### src/rtl/alu_sequencer.sv
// Valid/ready front end for TotalALU: one op at a time, runs MULTU start/wait/MFHI/MFLO.
// Latency: single-cycle op 1 edge to rsp_valid, MULTU MUL_CYCLES+3 edges; response held until rsp_ready.
module alu_sequencer #(
    parameter int MUL_CYCLES = 33,
    parameter int DATA_W     = 32
) (
    input  logic              clk,
    input  logic              reset,
    input  logic              req_valid,
    output logic              req_ready,
    input  logic [5:0]        req_op,
    input  logic [DATA_W-1:0] req_a,
    input  logic [DATA_W-1:0] req_b,
    output logic              rsp_valid,
    input  logic              rsp_ready,
    output logic [DATA_W-1:0] rsp_data,
    output logic [DATA_W-1:0] rsp_hi,
    output logic              rsp_err,
    output logic [5:0]        alu_signal,
    output logic [DATA_W-1:0] alu_dataA,
    output logic [DATA_W-1:0] alu_dataB,
    output logic              alu_reset,
    input  logic [DATA_W-1:0] alu_out,
    output logic              busy
);

    localparam int CNT_W = $clog2(MUL_CYCLES + 1);

    localparam logic [5:0] OP_AND   = 6'd36;
    localparam logic [5:0] OP_OR    = 6'd37;
    localparam logic [5:0] OP_ADD   = 6'd32;
    localparam logic [5:0] OP_SUB   = 6'd34;
    localparam logic [5:0] OP_SLT   = 6'd42;
    localparam logic [5:0] OP_SRL   = 6'd2;
    localparam logic [5:0] OP_MULTU = 6'd25;
    localparam logic [5:0] OP_MFHI  = 6'd16;
    localparam logic [5:0] OP_MFLO  = 6'd18;

    typedef enum logic [2:0] {
        IDLE,
        EXEC,
        MUL_START,
        MUL_WAIT,
        RD_HI,
        RD_LO,
        RESP
    } state_t;

    state_t             state_q, state_d;
    logic [CNT_W-1:0]   cnt_q, cnt_d;
    logic               req_ready_d, rsp_valid_d, rsp_err_d, alu_reset_d, busy_d;
    logic [DATA_W-1:0]  rsp_data_d, rsp_hi_d, alu_dataA_d, alu_dataB_d;
    logic [5:0]         alu_signal_d;
    logic               single_op;

    always_comb begin
        single_op = 1'b0;
        case (req_op)
            OP_AND, OP_OR, OP_ADD, OP_SUB, OP_SLT, OP_SRL, OP_MFHI, OP_MFLO: single_op = 1'b1;
            default: single_op = 1'b0;
        endcase
    end

    always_ff @(posedge clk or negedge reset) begin
        if (!reset) begin
            state_q <= IDLE;
        end else begin
            state_q <= state_d;
        end
    end

    // Every output is the registered image of its _d value.
    always_comb begin
        state_d      = state_q;
        cnt_d        = cnt_q;
        req_ready_d  = req_ready;
        rsp_valid_d  = rsp_valid;
        rsp_data_d   = rsp_data;
        rsp_hi_d     = rsp_hi;
        rsp_err_d    = rsp_err;
        alu_signal_d = alu_signal;
        alu_dataA_d  = alu_dataA;
        alu_dataB_d  = alu_dataB;
        alu_reset_d  = 1'b0;
        busy_d       = busy;

        case (state_q)
            IDLE: begin
                req_ready_d = 1'b1;
                busy_d      = 1'b0;
                if (req_valid && req_ready) begin
                    req_ready_d = 1'b0;
                    busy_d      = 1'b1;
                    if (req_op == OP_MULTU) begin
                        alu_signal_d = req_op;
                        alu_dataA_d  = req_a;
                        alu_dataB_d  = req_b;
                        alu_reset_d  = 1'b1;
                        state_d      = MUL_START;
                    end else if (single_op) begin
                        alu_signal_d = req_op;
                        alu_dataA_d  = req_a;
                        alu_dataB_d  = req_b;
                        state_d      = EXEC;
                    end else begin
                        rsp_valid_d = 1'b1;
                        rsp_err_d   = 1'b1;
                        rsp_data_d  = '0;
                        rsp_hi_d    = '0;
                        state_d     = RESP;
                    end
                end
            end
            EXEC: begin
                rsp_data_d  = alu_out;
                rsp_hi_d    = '0;
                rsp_err_d   = 1'b0;
                rsp_valid_d = 1'b1;
                state_d     = RESP;
            end
            MUL_START: begin
                cnt_d   = CNT_W'(MUL_CYCLES);
                state_d = MUL_WAIT;
            end
            MUL_WAIT: begin
                cnt_d = cnt_q - CNT_W'(1);
                // Leave on the edge that takes the counter to zero.
                if (cnt_q <= CNT_W'(1)) begin
                    cnt_d        = '0;
                    alu_signal_d = OP_MFHI;
                    state_d      = RD_HI;
                end
            end
            RD_HI: begin
                rsp_hi_d     = alu_out;
                alu_signal_d = OP_MFLO;
                state_d      = RD_LO;
            end
            RD_LO: begin
                rsp_data_d  = alu_out;
                rsp_err_d   = 1'b0;
                rsp_valid_d = 1'b1;
                state_d     = RESP;
            end
            RESP: begin
                if (rsp_ready) begin
                    rsp_valid_d = 1'b0;
                    req_ready_d = 1'b1;
                    busy_d      = 1'b0;
                    state_d     = IDLE;
                end
            end
            default: begin
                state_d     = IDLE;
                req_ready_d = 1'b1;
                rsp_valid_d = 1'b0;
                busy_d      = 1'b0;
            end
        endcase
    end

    always_ff @(posedge clk or negedge reset) begin
        if (!reset) begin
            cnt_q      <= '0;
            req_ready  <= 1'b0;
            rsp_valid  <= 1'b0;
            rsp_data   <= '0;
            rsp_hi     <= '0;
            rsp_err    <= 1'b0;
            alu_signal <= '0;
            alu_dataA  <= '0;
            alu_dataB  <= '0;
            alu_reset  <= 1'b0;
            busy       <= 1'b0;
        end else begin
            cnt_q      <= cnt_d;
            req_ready  <= req_ready_d;
            rsp_valid  <= rsp_valid_d;
            rsp_data   <= rsp_data_d;
            rsp_hi     <= rsp_hi_d;
            rsp_err    <= rsp_err_d;
            alu_signal <= alu_signal_d;
            alu_dataA  <= alu_dataA_d;
            alu_dataB  <= alu_dataB_d;
            alu_reset  <= alu_reset_d;
            busy       <= busy_d;
        end
    end

endmodule

### config.mk
export PLATFORM = sky130hd
export DESIGN_NAME = alu_sequencer
export DESIGN_NICKNAME = d
export VERILOG_FILES = /design/src/rtl/alu_sequencer.sv
export SDC_FILE = /design/constraint.sdc
export NUM_CORES = 1
export LEC_CHECK = 0
export BUFFER_PORTS_ARGS = -buffer_cell sky130_fd_sc_hd__buf_4
export CAP_MARGIN = 20
export CORE_MARGIN = 1
export CORE_UTILIZATION = 52
export CTS_CLUSTER_SIZE = 25
export DETAILED_ROUTE_END_ITERATION = 7
export PLACE_DENSITY = 0.83
export RECOVER_POWER = 25
export SLEW_MARGIN = 40
export SYNTH_ARGS = -nofsm -noshare
export SYNTH_HDL_FRONTEND = slang
export SYNTH_SLANG_ARGS = --single-unit
export TNS_END_PERCENT = 5
### constraint.sdc
create_clock -name clk -period 5.5 [get_ports clk]
set_input_delay 0.55 -clock clk [delete_from_list [all_inputs] [get_ports clk]]
set_output_delay 0.55 -clock clk [all_outputs]
set_load 0.1 [all_outputs]
After elaboration in Yosys (flattened, before gate mapping)
Cells that the tools add are included.
- register bits after elaboration: 148
- input bits: 106
- output and inout bits: 139
- logic and storage cells: 92
- $add $sub $neg: 1
- $lt $le $gt $ge: 1
- equality and inequality tests: 21
- mux-type cells: 37
- bitwise operators: 2
- reductions and logical operators: 18
- operators with widths (operator ; number):
    32-bit two-way mux ; 7
    32-bit case mux with 3 select lines ; 1
    32-bit case mux with 2 select lines ; 1
    6-bit equality test, second input constant ; 5
    6-bit two-way mux ; 5
    6-bit by 5-bit equality test with 1-bit output, second input constant ; 3
    3-bit case mux with 6 select lines ; 1
    6-bit case mux with 3 select lines ; 1
    3-bit two-way mux ; 5
    6-bit case mux with 2 select lines ; 1
    4-bit AND reduction ; 3
    1-bit two-way mux ; 11
    2-bit inequality test, second input constant ; 5
    3-bit equality test, second input constant ; 3
    8-bit OR reduction ; 1
    3-bit by 2-bit equality test with 1-bit output, second input constant ; 2
    6-bit by 2-bit equality test with 1-bit output, second input constant ; 1
    6-bit by 1-bit <= comparator with 1-bit output, second input constant ; 1
    1-bit case mux with 3 select lines ; 2
    3-bit AND reduction ; 2
    2-bit nonzero test ; 3
    3-bit nonzero test ; 2
    6-bit by 1-bit subtractor with 6-bit output, second input constant ; 1
    5-bit AND reduction ; 1
    other kinds (11) ; 12

Logic depth before layout (Yosys ltp)
Gate-level depths: netlist (run 1).
- word-level depth: 7
- depth in mapped cells: 7
- gate-level depth less buffers: 7

Worst setup path before layout (run 1)
Ideal clock, no wire load.
- path kind: reg2reg
- start point: register req_ready
- end point: register alu_dataB[1]
- library setup time: 0.125 ns
- arrival time: 2.133 ns
- data required time: 5.375 ns
- slack: 3.242 ns
- cell stages (with the launch flop): 6
- path through: dfrtp_1 and2_1 nand3_1 nor2_8 buf_6 mux2_2
- word-level cells in the longest chain between the ends: 2
- ends and longest elaborated chain (what ; RTL line ; text):
    from (decl) ; 10 ; output logic req_ready,
    from (signal assigned) ; 177 ; req_ready <= req_ready_d;
    1-bit logical AND ; 91 ; if (req_valid && req_ready) begin
    3-bit AND reduction (no source line) ; n/a ;
    to (signal assigned) ; 184 ; alu_dataB <= alu_dataB_d;
    to (decl) ; 21 ; output logic [DATA_W-1:0] alu_dataB,
No other way between the ends.
A chain may end at the register's enable or synchronous reset.

Final worst setup path (run 1)
- start point: register state_q[1]
- end point: register alu_dataB[24]
- word-level cells in the longest chain between the ends: 2
- ends and longest elaborated chain (what ; RTL line ; text):
    from (decl) ; 49 ; state_t state_q, state_d;
    from (signal assigned) ; 68 ; state_q <= state_d;
    3-bit zero test ; 87 ; case (state_q)
    3-bit AND reduction (no source line) ; n/a ;
No other way between the ends.

==> results.toml, run 1 <==
[routing]
wirelength_mm = 16.2
number_of_detailed_route_iterations_in_the_first_pass = 4
route.vias.total = 4787
ant_nets = 0
post-route-drc-count = 0
post_dr_vias_cell = 5.55
drt_iter0_drc = 380
drt-wirelength-per-cell_microns = 18.8

[timing]
finalCriticalPeriod_ns = 2.27
finalHoldViolCount = 0
worst-slew-pin-transition_ns = 1.22
fmax_mhz = 440
period_share_pct = 41.3
setup_viol = 0
fin_hold_ws_ns = 0.164
grt_setup_unrepaired = "no"
totalNegativeSetupSlack_ns = 0
slew_headroom_pct = 18.9
slew_violations = 0
clock_skew_ns = 0.0160

[cts]
ctsHoldBuffers = 0
ctsLongestPathBuffers = 2
postCtsResizedCells = 0
cts.reportedPaths.clkPinSlew_ns = 0.06
cts.repair_timing.setup_buffer_count = 0
insertion_delay_ns = 0.42
cts.root.buffer_cell = "clkbuf_16"
numCtsBuffers = 17
cts_tree = "built"
numClockSinks = 148
htreeDepth = 4

[logic_synthesis]
cell_with_the_most_instances_after_synthesis = "dfrtp_1"
synth.distinct_cells = 51
yosysSeqAreaShare_pct = 60.7
ys_seq_elements = 148
async_set_reset_flop_share_out_of_synthesis_pct = 100
post_synth_instance_area_sq_um = 6100
yosys-top-cells-count = "148 x dfrtp_1, 47 x mux2_2, 41 x inv_1"
synth.net_count = 578
synth_top_cells_by_area = "dfrtp_1 61%, mux2_2 8.7%, a22o_1 5.3%"
synth_cells = 470
yosys.area.top_type = "dfrtp_1"
synth_enable_flop_cells = 0
avgSynthCellArea_sq_um = 13.0
top_cell_type_s_share_of_synthesized_area_pct = 60.7
ys.warnings.count = 0
synth-main-ff-cell = "dfrtp_1"

[cells_and_area]
final_non_filler_cells = 863
n_antenna_cell = 0
areaGrowthSynthToFinish_pct = 39.9
seqCellArea_sq_um = 3700
n_fill_cell = 777
finalNetCount = 818
drive_gt1_share_pct = 45.1
multi_input_area_sq_um = 2070

[die]
design.portCount = 245
die_w_microns = 110
fp.coreArea_sq_um = 11400
vertical_die_dimension_microns = 110
starting_density_of_the_core_pct = 53.5
placement_rows = 39
die_area_sq_um = 12200

[worst_setup_path]
critPathRequiredTime_ns = 5.78
setup.worst_path.end_class = "flop"
worst_setup_path_start_kind = "flop"
arrival_ns = 2.56
startpoint = "state_q[1]"
crit-reg2reg-launch = "state_q[1]"
worst-path-max-fanout = 37
timing.setup.critical_path_class = "reg -> reg"

[status]
run_status = "finished clean"

[flow_run]
maxCapViolations = 0

[place]
numPortBuffers = 244
place_congestion = 0.824
dpl.hpwl_mm = 11.4
dp_cells = 834

[hold_path]
min-delay-path-class = "in -> async"

[global_routing]
gr-total-overflow = 0
grt_pass1_wl_mm = 24.5
antenna_found_initial = 0
grtUsageTotal_pct = 26.8
largest_net_degree_at_the_start_of_global_routing = 93
first_global_vias = 4724
-- final timing paths --
path	depth (start not counted)	slack, ns	to
setup reg to reg	6	3.23	alu_dataB[24]
min in group clk	2	0.36	alu_dataA[22]
hold reg to reg	1	0.48	alu_dataB[31]
max in group asynchronous	2	4.11	alu_signal[0]
hold / removal	1	0.16	rsp_data[23]
setup / recovery	6	3.23	alu_dataB[24]
-- per-stage QoR --
step | cell area [sq um] | utilization, % | setup WS, ns
floorplan | 6100 | - | 3.24
global placement | 8000 | 70.0 | 2.68
detailed placement | 8040 | 70.4 | 2.87
CTS | 8590 | 75.2 | 3.22
global route | 8540 | 74.8 | 3.08
finish | 8540 | 74.8 | 3.23
-- critical path, stage by stage, from the launching register on --
cell     delay (ns)
dfrtp_1        0.60
nor2_2         0.21
nand3_1        0.26
nor2_8         0.23
buf_12         0.23
buf_12         0.23
mux2_1         0.35
-- sequential cells by signal, summed over array words and instances (netlist names), 3 cells and up --
signal,count
rsp_data,32
rsp_hi,32
cnt_q,6
alu_signal,6
alu_dataB,32
alu_dataA,32
state_q,3
-- layout make-up --
type | count | share of cell area, %
Sequential cell | 148 | 43.4
Multi-Input combinational cell | 249 | 24.2
Timing Repair Buffer | 253 | 22.0
Clock buffer | 19 | 5.18
Tap cell | 143 | 2.09
Inverter | 41 | 1.80
Clock inverter | 10 | 1.30
-- cells in the final DEF (no fill, tap or decap), types with 2 or more instances in the layout --
cell type   instances
nand2_1            13
bufinv_16           2
nand3_1             2
clkbuf_16          17
buf_12              2
dfrtp_1           148
o31a_1              3
a31oi_1             2
mux2_2             47
nor2_2              2
clkbuf_8            2
clkinvlp_4          3
clkbuf_1           14
nor2_1              7
inv_1              41
mux2_1             18
ha_1                2
a22o_1             37
o22ai_1            33
buf_4             237
a211oi_1            2
a21oi_1             3
a22oi_1            33
or3_1               2
nor3_1              3
o21ai_0            11
clkinv_2            4
-- routing by layer --
metal,share of wire [%],GRT usage [%],vias to the layer above
met5,0,0,-
met4,1.6,9.49,0
met3,8.0,7.47,16
met2,50,44.5,193
met1,40,33.7,2376
li1,-,-,2202
-- kinds of logic (layout without fill, tap and decap cells) --
logic type | count (synthesis) | after routing | synth area share (%)
mux | 65 | 65 | 12.0
flops | 148 | 148 | 60.7
compound gates | 141 | 141 | 17.8
xor+xnor | 1 | 1 | 0.143
buf+inv | 73 | 323 | 5.49
simple gates | 40 | 40 | 3.51
fa+ha+maj | 2 | 2 | 0.410
Power of run 1 is not shown: default switching activity piles up to over one toggle a cycle in this logic, so the estimate is an artifact.
==> run 2: changes to the inputs <==
--- a/config.mk
+++ b/config.mk
@@ -8,10 +8,10 @@
 export BUFFER_PORTS_ARGS = -buffer_cell sky130_fd_sc_hd__buf_4
 export CAP_MARGIN = 20
 export CORE_MARGIN = 1
-export CORE_UTILIZATION = 52
+export CORE_UTILIZATION = 48
 export CTS_CLUSTER_SIZE = 25
 export DETAILED_ROUTE_END_ITERATION = 7
-export PLACE_DENSITY = 0.83
+export PLACE_DENSITY = 0.77
 export RECOVER_POWER = 25
 export SLEW_MARGIN = 40
 export SYNTH_ARGS = -nofsm -noshare
==> constraint.sdc (replaced) <==
create_clock -name clk -period 2.15 [get_ports clk]
set_input_delay 0.215 -clock clk [delete_from_list [all_inputs] [get_ports clk]]
set_output_delay 0.215 -clock clk [all_outputs]
set_load 0.1 [all_outputs]
==> results.toml, run 2 (synthesized netlist as in run 1, its figures left out) <==
[cells_and_area]
finalNetCount = 824
mostFrequentLayoutCells = "250 x buf_4, 147 x dfrtp_1, 47 x mux2_2"
final_common_cell = "buf_4"
drive_gt1_share_pct = 47.6
areaGrowthSynthToFinish_pct = 42.8
n_fill_cell = 925
n_antenna_cell = 0

[timing]
finalCriticalPeriod_ns = 2.10
setup_viol = 0
finalHoldViolCount = 0
period_share_pct = 97.8
slew_headroom_pct = 27.6
grt_setup_unrepaired = "no"
slew_violations = 0
clock_skew_ns = 0.00688
fmax_mhz = 476
worst-slew-pin-transition_ns = 1.09
totalNegativeSetupSlack_ns = 0

[global_routing]
largest_net_degree_at_the_start_of_global_routing = 50
global_route.peak_usage_layer = "met2"
gr-total-overflow = 0
use_met3_pct = 8.59
antenna_found_initial = 0
grtUsageTotal_pct = 25.6
grt_pass1_wl_mm = 25.6
gr_met2_demand_resource_pct = 43.2
gr_util_met1_pct = 30.0
first_global_vias = 4941

[worst_setup_path]
timing.setup.critical_path_class = "in -> reg"
cells_traversed_along_the_worst_timing_path = "dlygate4sd3_1 -> buf_4 -> mux2_2 -> o32ai_4 -> a22oi_4 -> nor2_8 -> buf_12 -> mux2_2"
crit_top_cell = "mux2_2"
worst_setup_path_start_kind = "primary input"
critical_path_buffers_and_inverters = 3
critPathRequiredTime_ns = 2.44
critical_path.top_delay_family = "buffers and inverters"
setup.worst_path.end_class = "flop"
arrival_ns = 2.39
worst_path_max_delay_cell = "dlygate4sd3_1"
worst-path-max-fanout = 38
timing.critical_path.slowest_cell_delay_ns = 0.54

[die]
starting_density_of_the_core_pct = 50.0
die_area_sq_um = 13200
design.portCount = 245
placement_rows = 40
fp.coreArea_sq_um = 12200
vertical_die_dimension_microns = 115
die_w_microns = 115

[place]
dpl.hpwl_mm = 11.6
place_congestion = 0.795
numPortBuffers = 244

[cts]
htreeDepth = 4
numClockSinks = 148
cts_tree = "built"
ctsLongestPathBuffers = 2
insertion_delay_ns = 0.41
cts.reportedPaths.clkPinSlew_ns = 0.06
numCtsBuffers = 17
cts.root.buffer_cell = "clkbuf_16"

[routing]
ant_nets = 0
number_of_detailed_route_iterations_in_the_first_pass = 4
drt_iter0_drc = 280
post_dr_vias_cell = 5.33
wirelength_mm = 16.1
route.vias.total = 4777
post-route-drc-count = 0
drt-wirelength-per-cell_microns = 17.9

[flow_run]
maxCapViolations = 0

[status]
run_status = "finished clean"

[hold_path]
min-delay-path-class = "in -> reg"
run 2: cell count changes in the layout (fill, tap and decap cells not counted), sizes merged:
cell / change
buf: +16
bufinv: -1
clkbuf: -11
clkinvlp: +2
dlygate4sd3: +2
inv: +1
run 2: metal layers:
metal	vias up	part of all wire, %
met5	-	0
met1	2346	40
met3	26	8.2
li1	2219	-
met4	0	2.3
met2	186	50
run 2: area by class of cell:
class	instances	area [sq um]	area share, %
flip-flops and latches	148	3700	42.5
multi-input cells	249	2070	23.8
repair buffers	259	2010	23.0
clock buffers	20	467	5.35
well taps	168	210	2.41
inverters	41	154	1.77
clock inverters	12	105	1.21
run 2: final timing paths:
kind,startpoint,to,slack [ns],depth (start not counted)
setup / recovery,req_op[1],alu_dataA[14],0.05,8
hold / removal,req_b[24],alu_dataB[24],0.02,2
setup reg to reg,cnt_q[2],alu_signal[2],0.15,5
hold reg to reg,alu_dataA[30],alu_dataA[30],0.49,1
max in group asynchronous,reset,req_ready,0.37,3
min in group asynchronous,reset,rsp_data[24],0.53,2
run 2: stage by stage:
step / std cells / cell area [sq um] / hold slack, ns / setup WS [ns] / utilization (%)
after global placement: 863 / 8140 / 0.156 / 0.157 / 66.6
final: 897 / 8720 / 0.0241 / 0.0474 / 71.4
after global routing: 897 / 8720 / 0.00546 / 0.00373 / 71.4
after detailed placement: 863 / 8140 / 0.160 / 0.106 / 66.6
after CTS: 897 / 8730 / 0.00385 / 0.0739 / 71.5
after floorplan: 470 / 6110 / -0.0806 / 0.181 / -
run 2: repair_timing:
item                                   CTS  global route
setup buffers                            0             0
hold buffers                             2             0
resized for setup                        0             0
endpoints found under the hold margin   42             0
setup endpoints to repair                0             0
Power of run 2 is left out for the same reason.
==> run 3: changes to the inputs <==
--- a/config.mk
+++ b/config.mk
@@ -13,6 +13,7 @@
 export DETAILED_ROUTE_END_ITERATION = 7
 export PLACE_DENSITY = 0.77
 export RECOVER_POWER = 25
+export SETUP_SLACK_MARGIN = 0.3
 export SLEW_MARGIN = 40
 export SYNTH_ARGS = -nofsm -noshare
 export SYNTH_HDL_FRONTEND = slang
==> results.toml, run 3 (synthesized netlist as in run 1, its figures left out) <==
[cts]
cts_tree = "built"
numCtsBuffers = 17
htreeDepth = 4
cts.reportedPaths.clkPinSlew_ns = 0.06
numClockSinks = 148
cts.root.buffer_cell = "clkbuf_16"
ctsLongestPathBuffers = 2
insertion_delay_ns = 0.42

[die]
die_area_sq_um = 13200
placement_rows = 40
starting_density_of_the_core_pct = 50.0
fp.coreArea_sq_um = 12200
design.portCount = 245
die_w_microns = 115
vertical_die_dimension_microns = 115

[cells_and_area]
drive_gt1_share_pct = 48.0
mostFrequentLayoutCells = "257 x buf_4, 147 x dfrtp_1, 47 x mux2_2"
n_fill_cell = 884
areaGrowthSynthToFinish_pct = 45.3
finalNetCount = 834
final_non_filler_cells = 907
n_antenna_cell = 0
final_common_cell = "buf_4"

[worst_setup_path]
timing.setup.critical_path_class = "reg -> reg"
critPathRequiredTime_ns = 2.45
critical_path.top_delay_family = "simple AND/OR/NAND/NOR gates"
critical_path_buffers_and_inverters = 1
worst_setup_path_start_kind = "flop"
worst-path-max-fanout = 4
worst_path_max_delay_cell = "or4_4"
cells_traversed_along_the_worst_timing_path = "or4_4 -> nor2_4 -> buf_4 -> o21ai_0 -> a311o_1"
arrival_ns = 2.11
timing.critical_path.slowest_cell_delay_ns = 0.55
setup.worst_path.end_class = "flop"

[global_routing]
first_global_vias = 4808
grtUsageTotal_pct = 25.4
largest_net_degree_at_the_start_of_global_routing = 57
antenna_found_initial = 0
grt_pass1_wl_mm = 25.2
gr-total-overflow = 0

[routing]
route.vias.total = 4804
drt-wirelength-per-cell_microns = 18.0
post_dr_vias_cell = 5.30
post-route-drc-count = 0
ant_nets = 0
number_of_detailed_route_iterations_in_the_first_pass = 4
drt_iter0_drc = 254
wirelength_mm = 16.4

[timing]
totalNegativeSetupSlack_ns = 0
finalHoldViolCount = 0
clock_skew_ns = 0.00729
slew_violations = 0
grt_setup_unrepaired = "yes"
fmax_mhz = 550
finalCriticalPeriod_ns = 1.82
period_share_pct = 84.5
slew_headroom_pct = 63.4
worst-slew-pin-transition_ns = 0.549
setup_viol = 0
finalWorstSetupSlack_ns = 0.333

[place]
dpl.hpwl_mm = 11.5
numPortBuffers = 244
dpl_worst_slack_ns = 0.124
dp_cells = 866
place_congestion = 0.812

[hold_path]
min-delay-path-class = "in -> reg"

[status]
run_status = "finished clean"

[flow_run]
maxCapViolations = 0
-- run 3: timing repair --
action | in CTS | in global routing
buffers inserted | 0 | 5
hold buffers | 4 | 0
pin swaps | 0 | 4
endpoints found under the hold margin | 55 | 0
endpoints found under the setup margin | 5 | 81
resized for setup | 2 | 4
-- run 3: worst reg2reg max path: stages (launching register included) --
cell	delay, ns
dfrtp_1	0.40
or4_4	0.55
nor2_4	0.16
buf_4	0.15
o21ai_0	0.07
a311o_1	0.37
-- run 3: final cells by class --
cell class	count	area (sq um)	share of cell area, %
Clock buffer	24	492	5.54
Inverter	41	154	1.73
Clock inverter	8	123	1.38
Sequential cell	148	3710	41.8
Tap cell	168	210	2.37
Multi-Input combinational cell	249	2100	23.6
Timing Repair Buffer	269	2090	23.6
-- run 3: per-layer routing --
| metal | GRT usage (%) | wire, microns | part of all wire [%] |
|---|---|---|---|
| met1 | 30.9 | 6700 | 41 |
| met3 | 7.96 | 1320 | 8.1 |
| met2 | 42.7 | 8160 | 50 |
| met4 | 9.26 | 187 | 1.1 |
| met5 | 0 | 0 | 0 |
-- run 3: through the flow --
| stage | utilization [%] | area, sq um | hold WS, ns |
|---|---|---|---|
| 2_1_floorplan | - | 6110 | -0.0806 |
| 3_3_place_gp | 66.9 | 8170 | 0.205 |
| 3_5_place_dp | 66.9 | 8170 | 0.207 |
| 4_1_cts | 72.3 | 8830 | 0.00252 |
| 5_1_grt | 72.6 | 8870 | 0.00302 |
| 6_report | 72.6 | 8870 | 0.0167 |
-- run 3: worst paths after layout --
kind                                     from            end  slack, ns  cells after the start
worst max-delay path                 cnt_q[2]     state_q[1]       0.33                      5
worst min-delay path                req_a[21]  alu_dataA[21]       0.02                      2
worst max register to register       cnt_q[2]     state_q[1]       0.33                      5
worst min register to register  alu_dataA[10]  alu_dataA[10]       0.49                      1
max in group asynchronous               reset   rsp_data[12]       0.90                      3
min in group asynchronous               reset   rsp_data[24]       0.32                      2
Power of run 3 is left out for the same reason.
